==> config.mk <==
export PLATFORM = sky130hd
export DESIGN_NAME = data_mem_ctrl
export DESIGN_NICKNAME = d
export VERILOG_FILES = /design/src/rtl/data_mem_pkg.sv /design/src/rtl/dmem_lane_align.sv /design/src/rtl/data_mem_ctrl.sv
export SDC_FILE = /design/constraint.sdc
export NUM_CORES = 2
export LEC_CHECK = 0
export BUFFER_PORTS_ARGS = -buffer_cell sky130_fd_sc_hd__buf_2
export CORE_ASPECT_RATIO = 2
export CORE_MARGIN = 10
export CORE_UTILIZATION = 50
export CTS_BUF_LIST = sky130_fd_sc_hd__clkbuf_4
export CTS_CLUSTER_DIAMETER = 30
export DETAILED_ROUTE_END_ITERATION = 16
export HOLD_SLACK_MARGIN = 0.15
export MAX_ROUTING_LAYER = met4
export PLACE_DENSITY = 0.66
export SYNTH_ARGS = -nofsm -noshare
export SYNTH_HDL_FRONTEND = slang
export SYNTH_SLANG_ARGS = --single-unit
==> constraint.sdc <==
create_clock -name clk -period 6.63 [get_ports clk]
set_input_delay 1.326 -clock clk [delete_from_list [all_inputs] [get_ports clk]]
set_output_delay 1.326 -clock clk [all_outputs]
set_load 0.03 [all_outputs]
==> src/rtl/data_mem_pkg.sv <==
// Shared encodings and defaults for the data memory controller.
package data_mem_pkg;
  localparam int DEF_WIDTH       = 64;
  localparam int DEF_DEPTH       = 32;
  localparam int DEF_WAIT_CYCLES = 1;

  localparam logic [1:0] SZ_BYTE   = 2'b00;
  localparam logic [1:0] SZ_HALF   = 2'b01;
  localparam logic [1:0] SZ_WORD   = 2'b10;
  localparam logic [1:0] SZ_DOUBLE = 2'b11;

  typedef enum logic [1:0] {IDLE, WAIT, RESP} state_e;
endpackage

==> src/rtl/dmem_lane_align.sv <==
// Combinational lane steering: load extract/extend, store byte merge, fault check.
module dmem_lane_align
  import data_mem_pkg::*;
#(
  parameter int WIDTH = DEF_WIDTH,
  parameter int DEPTH = DEF_DEPTH,
  localparam int AW   = $clog2(DEPTH * WIDTH / 8)
) (
  input  logic [1:0]       size,
  input  logic             is_signed,
  input  logic [AW-1:0]    addr,
  input  logic [WIDTH-1:0] wdata,
  input  logic [WIDTH-1:0] word,
  output logic             fault,
  output logic [WIDTH-1:0] rdata,
  output logic [WIDTH-1:0] merged
);
  localparam int OFFW = $clog2(WIDTH / 8);

  logic [OFFW+2:0]  sh;
  logic [WIDTH-1:0] shifted, szmask, lane_mask;
  logic             misal, sb, bad_size, bad_idx;

  assign sh = {addr[OFFW-1:0], 3'b000};

  always_comb begin
    shifted = word >> sh;
    szmask  = '1;
    misal   = 1'b0;
    sb      = shifted[WIDTH-1];
    case (size)
      SZ_BYTE: begin szmask = WIDTH'(8'hFF); sb = shifted[7]; end
      SZ_HALF: begin szmask = WIDTH'(16'hFFFF); misal = addr[0]; sb = shifted[15]; end
      SZ_WORD: begin szmask = WIDTH'(32'hFFFF_FFFF); misal = |addr[1:0]; sb = shifted[31]; end
      default: begin szmask = '1; misal = |addr[2:0]; sb = shifted[WIDTH-1]; end
    endcase
    bad_size  = (size == SZ_DOUBLE) && (WIDTH == 32);
    // Only reachable if the address is ever widened beyond the array.
    bad_idx   = int'(addr[AW-1:OFFW]) >= DEPTH;
    fault     = misal | bad_size | bad_idx;
    rdata     = (shifted & szmask) | ((is_signed && sb) ? ~szmask : '0);
    lane_mask = szmask << sh;
    merged    = (word & ~lane_mask) | ((wdata & szmask) << sh);
  end
endmodule

==> src/rtl/data_mem_ctrl.sv <==
// Single-port data memory with sized/sign-extended access and wait states.
module data_mem_ctrl
  import data_mem_pkg::*;
#(
  parameter int WIDTH       = DEF_WIDTH,
  parameter int DEPTH       = DEF_DEPTH,
  parameter int WAIT_CYCLES = DEF_WAIT_CYCLES,
  localparam int AW         = $clog2(DEPTH * WIDTH / 8)
) (
  input  logic             clk,
  input  logic             reset,
  input  logic             req_valid,
  output logic             req_ready,
  input  logic             req_write,
  input  logic [1:0]       req_size,
  input  logic             req_signed,
  input  logic [AW-1:0]    req_addr,
  input  logic [WIDTH-1:0] req_wdata,
  output logic             rsp_valid,
  output logic [WIDTH-1:0] rsp_rdata,
  output logic             rsp_error
);
  localparam int OFFW = $clog2(WIDTH / 8);
  localparam logic [3:0] CNT_INIT = 4'(WAIT_CYCLES > 0 ? WAIT_CYCLES - 1 : 0);

  state_e           state_q, state_d;
  logic [3:0]       cnt_q, cnt_d;
  logic             wr_q, wr_d, sgn_q, sgn_d;
  logic [1:0]       size_q, size_d;
  logic [AW-1:0]    addr_q, addr_d;
  logic [WIDTH-1:0] wdata_q, wdata_d;
  logic             rsp_valid_q, rsp_valid_d, rsp_error_q, rsp_error_d;
  logic [WIDTH-1:0] rsp_rdata_q, rsp_rdata_d;

  logic [WIDTH-1:0] mem [DEPTH];

  // With zero wait states the access completes on the acceptance edge,
  // so the live request fields are steered in while idle.
  logic             cur_wr, cur_sgn, go_resp, mem_we, fault;
  logic [1:0]       cur_size;
  logic [AW-1:0]    cur_addr;
  logic [WIDTH-1:0] cur_wdata, ld_data, st_word;

  assign req_ready = (state_q == IDLE);
  assign cur_wr    = req_ready ? req_write  : wr_q;
  assign cur_sgn   = req_ready ? req_signed : sgn_q;
  assign cur_size  = req_ready ? req_size   : size_q;
  assign cur_addr  = req_ready ? req_addr   : addr_q;
  assign cur_wdata = req_ready ? req_wdata  : wdata_q;

  dmem_lane_align #(.WIDTH(WIDTH), .DEPTH(DEPTH)) u_align (
    .size      (cur_size),
    .is_signed (cur_sgn),
    .addr      (cur_addr),
    .wdata     (cur_wdata),
    .word      (mem[cur_addr[AW-1:OFFW]]),
    .fault     (fault),
    .rdata     (ld_data),
    .merged    (st_word)
  );

  always_comb begin
    state_d = state_q;
    cnt_d   = cnt_q;
    wr_d    = wr_q;
    sgn_d   = sgn_q;
    size_d  = size_q;
    addr_d  = addr_q;
    wdata_d = wdata_q;
    go_resp = 1'b0;
    case (state_q)
      IDLE: if (req_valid) begin
        wr_d    = req_write;
        sgn_d   = req_signed;
        size_d  = req_size;
        addr_d  = req_addr;
        wdata_d = req_wdata;
        if (WAIT_CYCLES == 0) begin
          state_d = RESP;
          go_resp = 1'b1;
        end else begin
          state_d = WAIT;
          cnt_d   = CNT_INIT;
        end
      end
      WAIT: if (cnt_q == 4'd0) begin
        state_d = RESP;
        go_resp = 1'b1;
      end else begin
        cnt_d = cnt_q - 4'd1;
      end
      RESP:    state_d = IDLE;
      default: state_d = IDLE;
    endcase
    rsp_valid_d = go_resp;
    rsp_error_d = go_resp ? fault : rsp_error_q;
    rsp_rdata_d = go_resp ? ((cur_wr || fault) ? '0 : ld_data) : rsp_rdata_q;
    mem_we      = go_resp && cur_wr && !fault && !reset;
  end

  always_ff @(posedge clk or posedge reset) begin
    if (reset) begin
      state_q     <= IDLE;
      cnt_q       <= '0;
      wr_q        <= 1'b0;
      sgn_q       <= 1'b0;
      size_q      <= '0;
      addr_q      <= '0;
      wdata_q     <= '0;
      rsp_valid_q <= 1'b0;
      rsp_error_q <= 1'b0;
      rsp_rdata_q <= '0;
    end else begin
      state_q     <= state_d;
      cnt_q       <= cnt_d;
      wr_q        <= wr_d;
      sgn_q       <= sgn_d;
      size_q      <= size_d;
      addr_q      <= addr_d;
      wdata_q     <= wdata_d;
      rsp_valid_q <= rsp_valid_d;
      rsp_error_q <= rsp_error_d;
      rsp_rdata_q <= rsp_rdata_d;
    end
  end

  // Array is deliberately outside the reset domain.
  always_ff @(posedge clk) begin
    if (mem_we) mem[cur_addr[AW-1:OFFW]] <= st_word;
  end

  assign rsp_valid = rsp_valid_q;
  assign rsp_rdata = rsp_rdata_q;
  assign rsp_error = rsp_error_q;
endmodule

==> results.py <==
metrics = {
    "global_route": {
        "grt_max_degree": 84,
        "grt_usage": 0.310,
        "grt_pass1_vias": 56400,
        "gr-total-overflow": 0,
        "antenna_found_initial": 23,
        "grt_pass1_wl_mm": 401,
    },
    "clocking": {
        "cts_tree": "yes",
        "htreeDepth": 5,
        "post_cts_buffers": 0,
        "clk_path_buf_depth": 4,
        "clkTransAtPathRegs_ns": 0.07,
        "cts_made_buffers": 454,
        "cts_resized": 0,
        "cts_root_buf": "clkbuf_4",
        "clk_latency_ns": 1.28,
        "hold_buffers": 0,
        "clock-sinks": 2196,
    },
    "placement": {
        "placed_area_mm2": 0.0891,
        "dpl.cell_count": 7671,
        "gp_congestion": 0.932,
        "hpwl_mm": 171,
        "port_buffers": 145,
    },
    "cells_and_area": {
        "drive_gt1_frac": 0.196,
        "fillers": 13000,
        "syn_to_final_growth_pct": 13.1,
        "multi_input_area_mm2": 0.0174,
        "nets": 6068,
        "finalCoreUtilization": 0.568,
        "fin_cells": 8496,
        "finish.instance_area_mm2": 0.0948,
        "regArea_mm2": 0.0652,
    },
    "die": {
        "die_h_um": 599,
        "core-area_mm2": 0.167,
        "dieArea_mm2": 0.185,
        "die_w_um": 310,
        "num_rows": 212,
        "ioPinCount": 146,
        "start_util": 0.503,
    },
    "detailed_routing": {
        "drc": 0,
        "ant_nets": 0,
        "route.vias.total": 57500,
        "drt-initial-drc-count": 8659,
        "vias_per_cell": 6.77,
        "finalWirelength_mm": 285,
        "wl_per_cell_um": 33.5,
        "drtPass1Iterations": 7,
    },
    "sta": {
        "slew_violations": 0,
        "min_period_ns": 5.78,
        "finalCritPeriodShare": 0.872,
        "fin_tns_setup_ns": 0,
        "rsz0062_at_grt": "false",
        "slew_headroom": 0.0589,
        "setup_viol": 0,
        "timing.fmax_mhz": 173,
        "hold_violations": 0,
        "skew_ns": 0.123,
        "worstMarginPinSlew_ns": 1.40,
    },
    "yosys": {
        "yosysSeqAreaShare": 0.778,
        "synth_most_common_cell": "edfxtp_1",
        "syn_inst": 5491,
        "synth_edf_count": 2048,
        "syn_area_mm2": 0.0838,
        "syn_avg_cell_area_um2": 15.3,
        "syn-num-nets": 5572,
        "synth_warnings": 0,
        "yosys.area.top_type_share": 0.734,
        "yosys_register_bits": 2196,
        "yosysTopAreaCell": "edfxtp_1",
        "yosysUniqueCellTypes": 66,
        "ys.flop_type": "edfxtp_1",
        "synth_top_cells_by_count": "edfxtp_1 (2048), o22ai_1 (1020), o21ai_0 (594)",
        "async_reset_ff_frac": 0.0674,
        "synth_area_leaders": "edfxtp_1 (73%), o22ai_1 (7.6%), dfrtp_1 (4.4%)",
    },
    "job": {
        "cap_violations": 0,
    },
    "min_path": {
        "hold_class": "in -> async",
    },
    "outcome": {
        "status": "finished clean",
    },
    "setup_path": {
        "crit_path_start_kind": "flop",
        "r2r_setup_slack_ns": 0.85,
        "criticalPathCategory": "reg -> reg",
        "cp.arrival_ns": 6.58,
        "crit_path_end_kind": "flop",
        "required_ns": 7.43,
        "cp_max_fo": 40,
    },
}
-- worst paths after layout --
check,start,endpoint,cells past startpoint
worst max-delay path,state_q[0],mem[6][59],10
worst min-delay path,reset,rsp_rdata[23],2
worst max register to register,state_q[0],mem[6][59],10
worst min register to register,wdata_q[16],wdata_q[16],2
max in group asynchronous,reset,wdata_q[54],3
min in group clk,req_wdata[17],wdata_q[17],3
-- flip-flops by register name (all words and copies together), names as in the netlist, 2 cells and up --
signal / flops
cnt_q: 4
addr_q: 8
mem: 2048
size_q: 2
rsp_rdata: 64
state_q: 2
wdata_q: 64
-- cells in the final DEF (no fill, tap or decap), types with 27 or more instances in the layout --
| master | count |
|---|---|
| edfxtp_1 | 2048 |
| o22ai_1 | 1020 |
| clkbuf_4 | 630 |
| o21ai_0 | 586 |
| nand2_1 | 390 |
| buf_4 | 227 |
| dfrtp_1 | 148 |
| buf_2 | 145 |
| nand4_1 | 126 |
| clkinv_1 | 126 |
| nor2_1 | 111 |
| a21oi_1 | 105 |
| mux2i_1 | 105 |
| buf_12 | 67 |
| nor3_1 | 49 |
| a211oi_1 | 40 |
| a22o_1 | 39 |
| nor2_4 | 38 |
| clkinv_2 | 32 |
| a221oi_1 | 29 |
| o21ai_2 | 27 |
-- per-layer routing --
metal / vias up / wire length (um) / part of all wire / GRT usage
li1: 23600 / - / - / -
met1: 28600 / 95900 / 0.34 / 0.366
met2: 4429 / 138000 / 0.49 / 0.492
met3: 899 / 32500 / 0.11 / 0.0668
met4: 0 / 17900 / 0.063 / 0.175
met5: - / 0 / 0 / -
-- critical path, cell delays in order (launching register included) --
cell and delay (ns):
dfrtp_1 0.53, or2_4 0.33, inv_4 0.41, o31a_2 1.03, buf_12 0.32, buf_4 0.32
o22ai_1 0.13, o21ai_0 0.32, nand4_1 0.15, nor2_1 0.51, a221o_1 1.16
-- stage by stage --
stage	hold WS [ns]	setup WS (ns)
3_5_place_dp	0.462	0.858
6_report	0.248	0.850
4_1_cts	0.152	0.993
2_1_floorplan	0.438	0.743
5_1_grt	0.243	0.818
3_3_place_gp	0.451	0.905
-- logic make-up after synthesis --
family | Yosys count | share of synthesized area
buffers and inverters | 407 | 0.0217
XOR/XNOR | 2 | 0.000209
flip-flops | 2196 | 0.778
AND/OR/NAND/NOR | 804 | 0.0434
adder cells (fa/ha/maj) | 2 | 0.000298
AO/OA/AOI/OAI | 1964 | 0.143
multiplexers | 116 | 0.0141
-- layout make-up --
class,instances,share of cell area
antenna,19,0.000502
clock buffer,630,0.0499
clock inverter,176,0.00949
inverter,8,0.000396
multi-input combinational,2888,0.184
sequential,2196,0.688
tap,2140,0.0282
timing repair buffer,439,0.0398
Power is not shown: default switching activity piles up to over one toggle a cycle in this logic, so the estimate is an artifact.
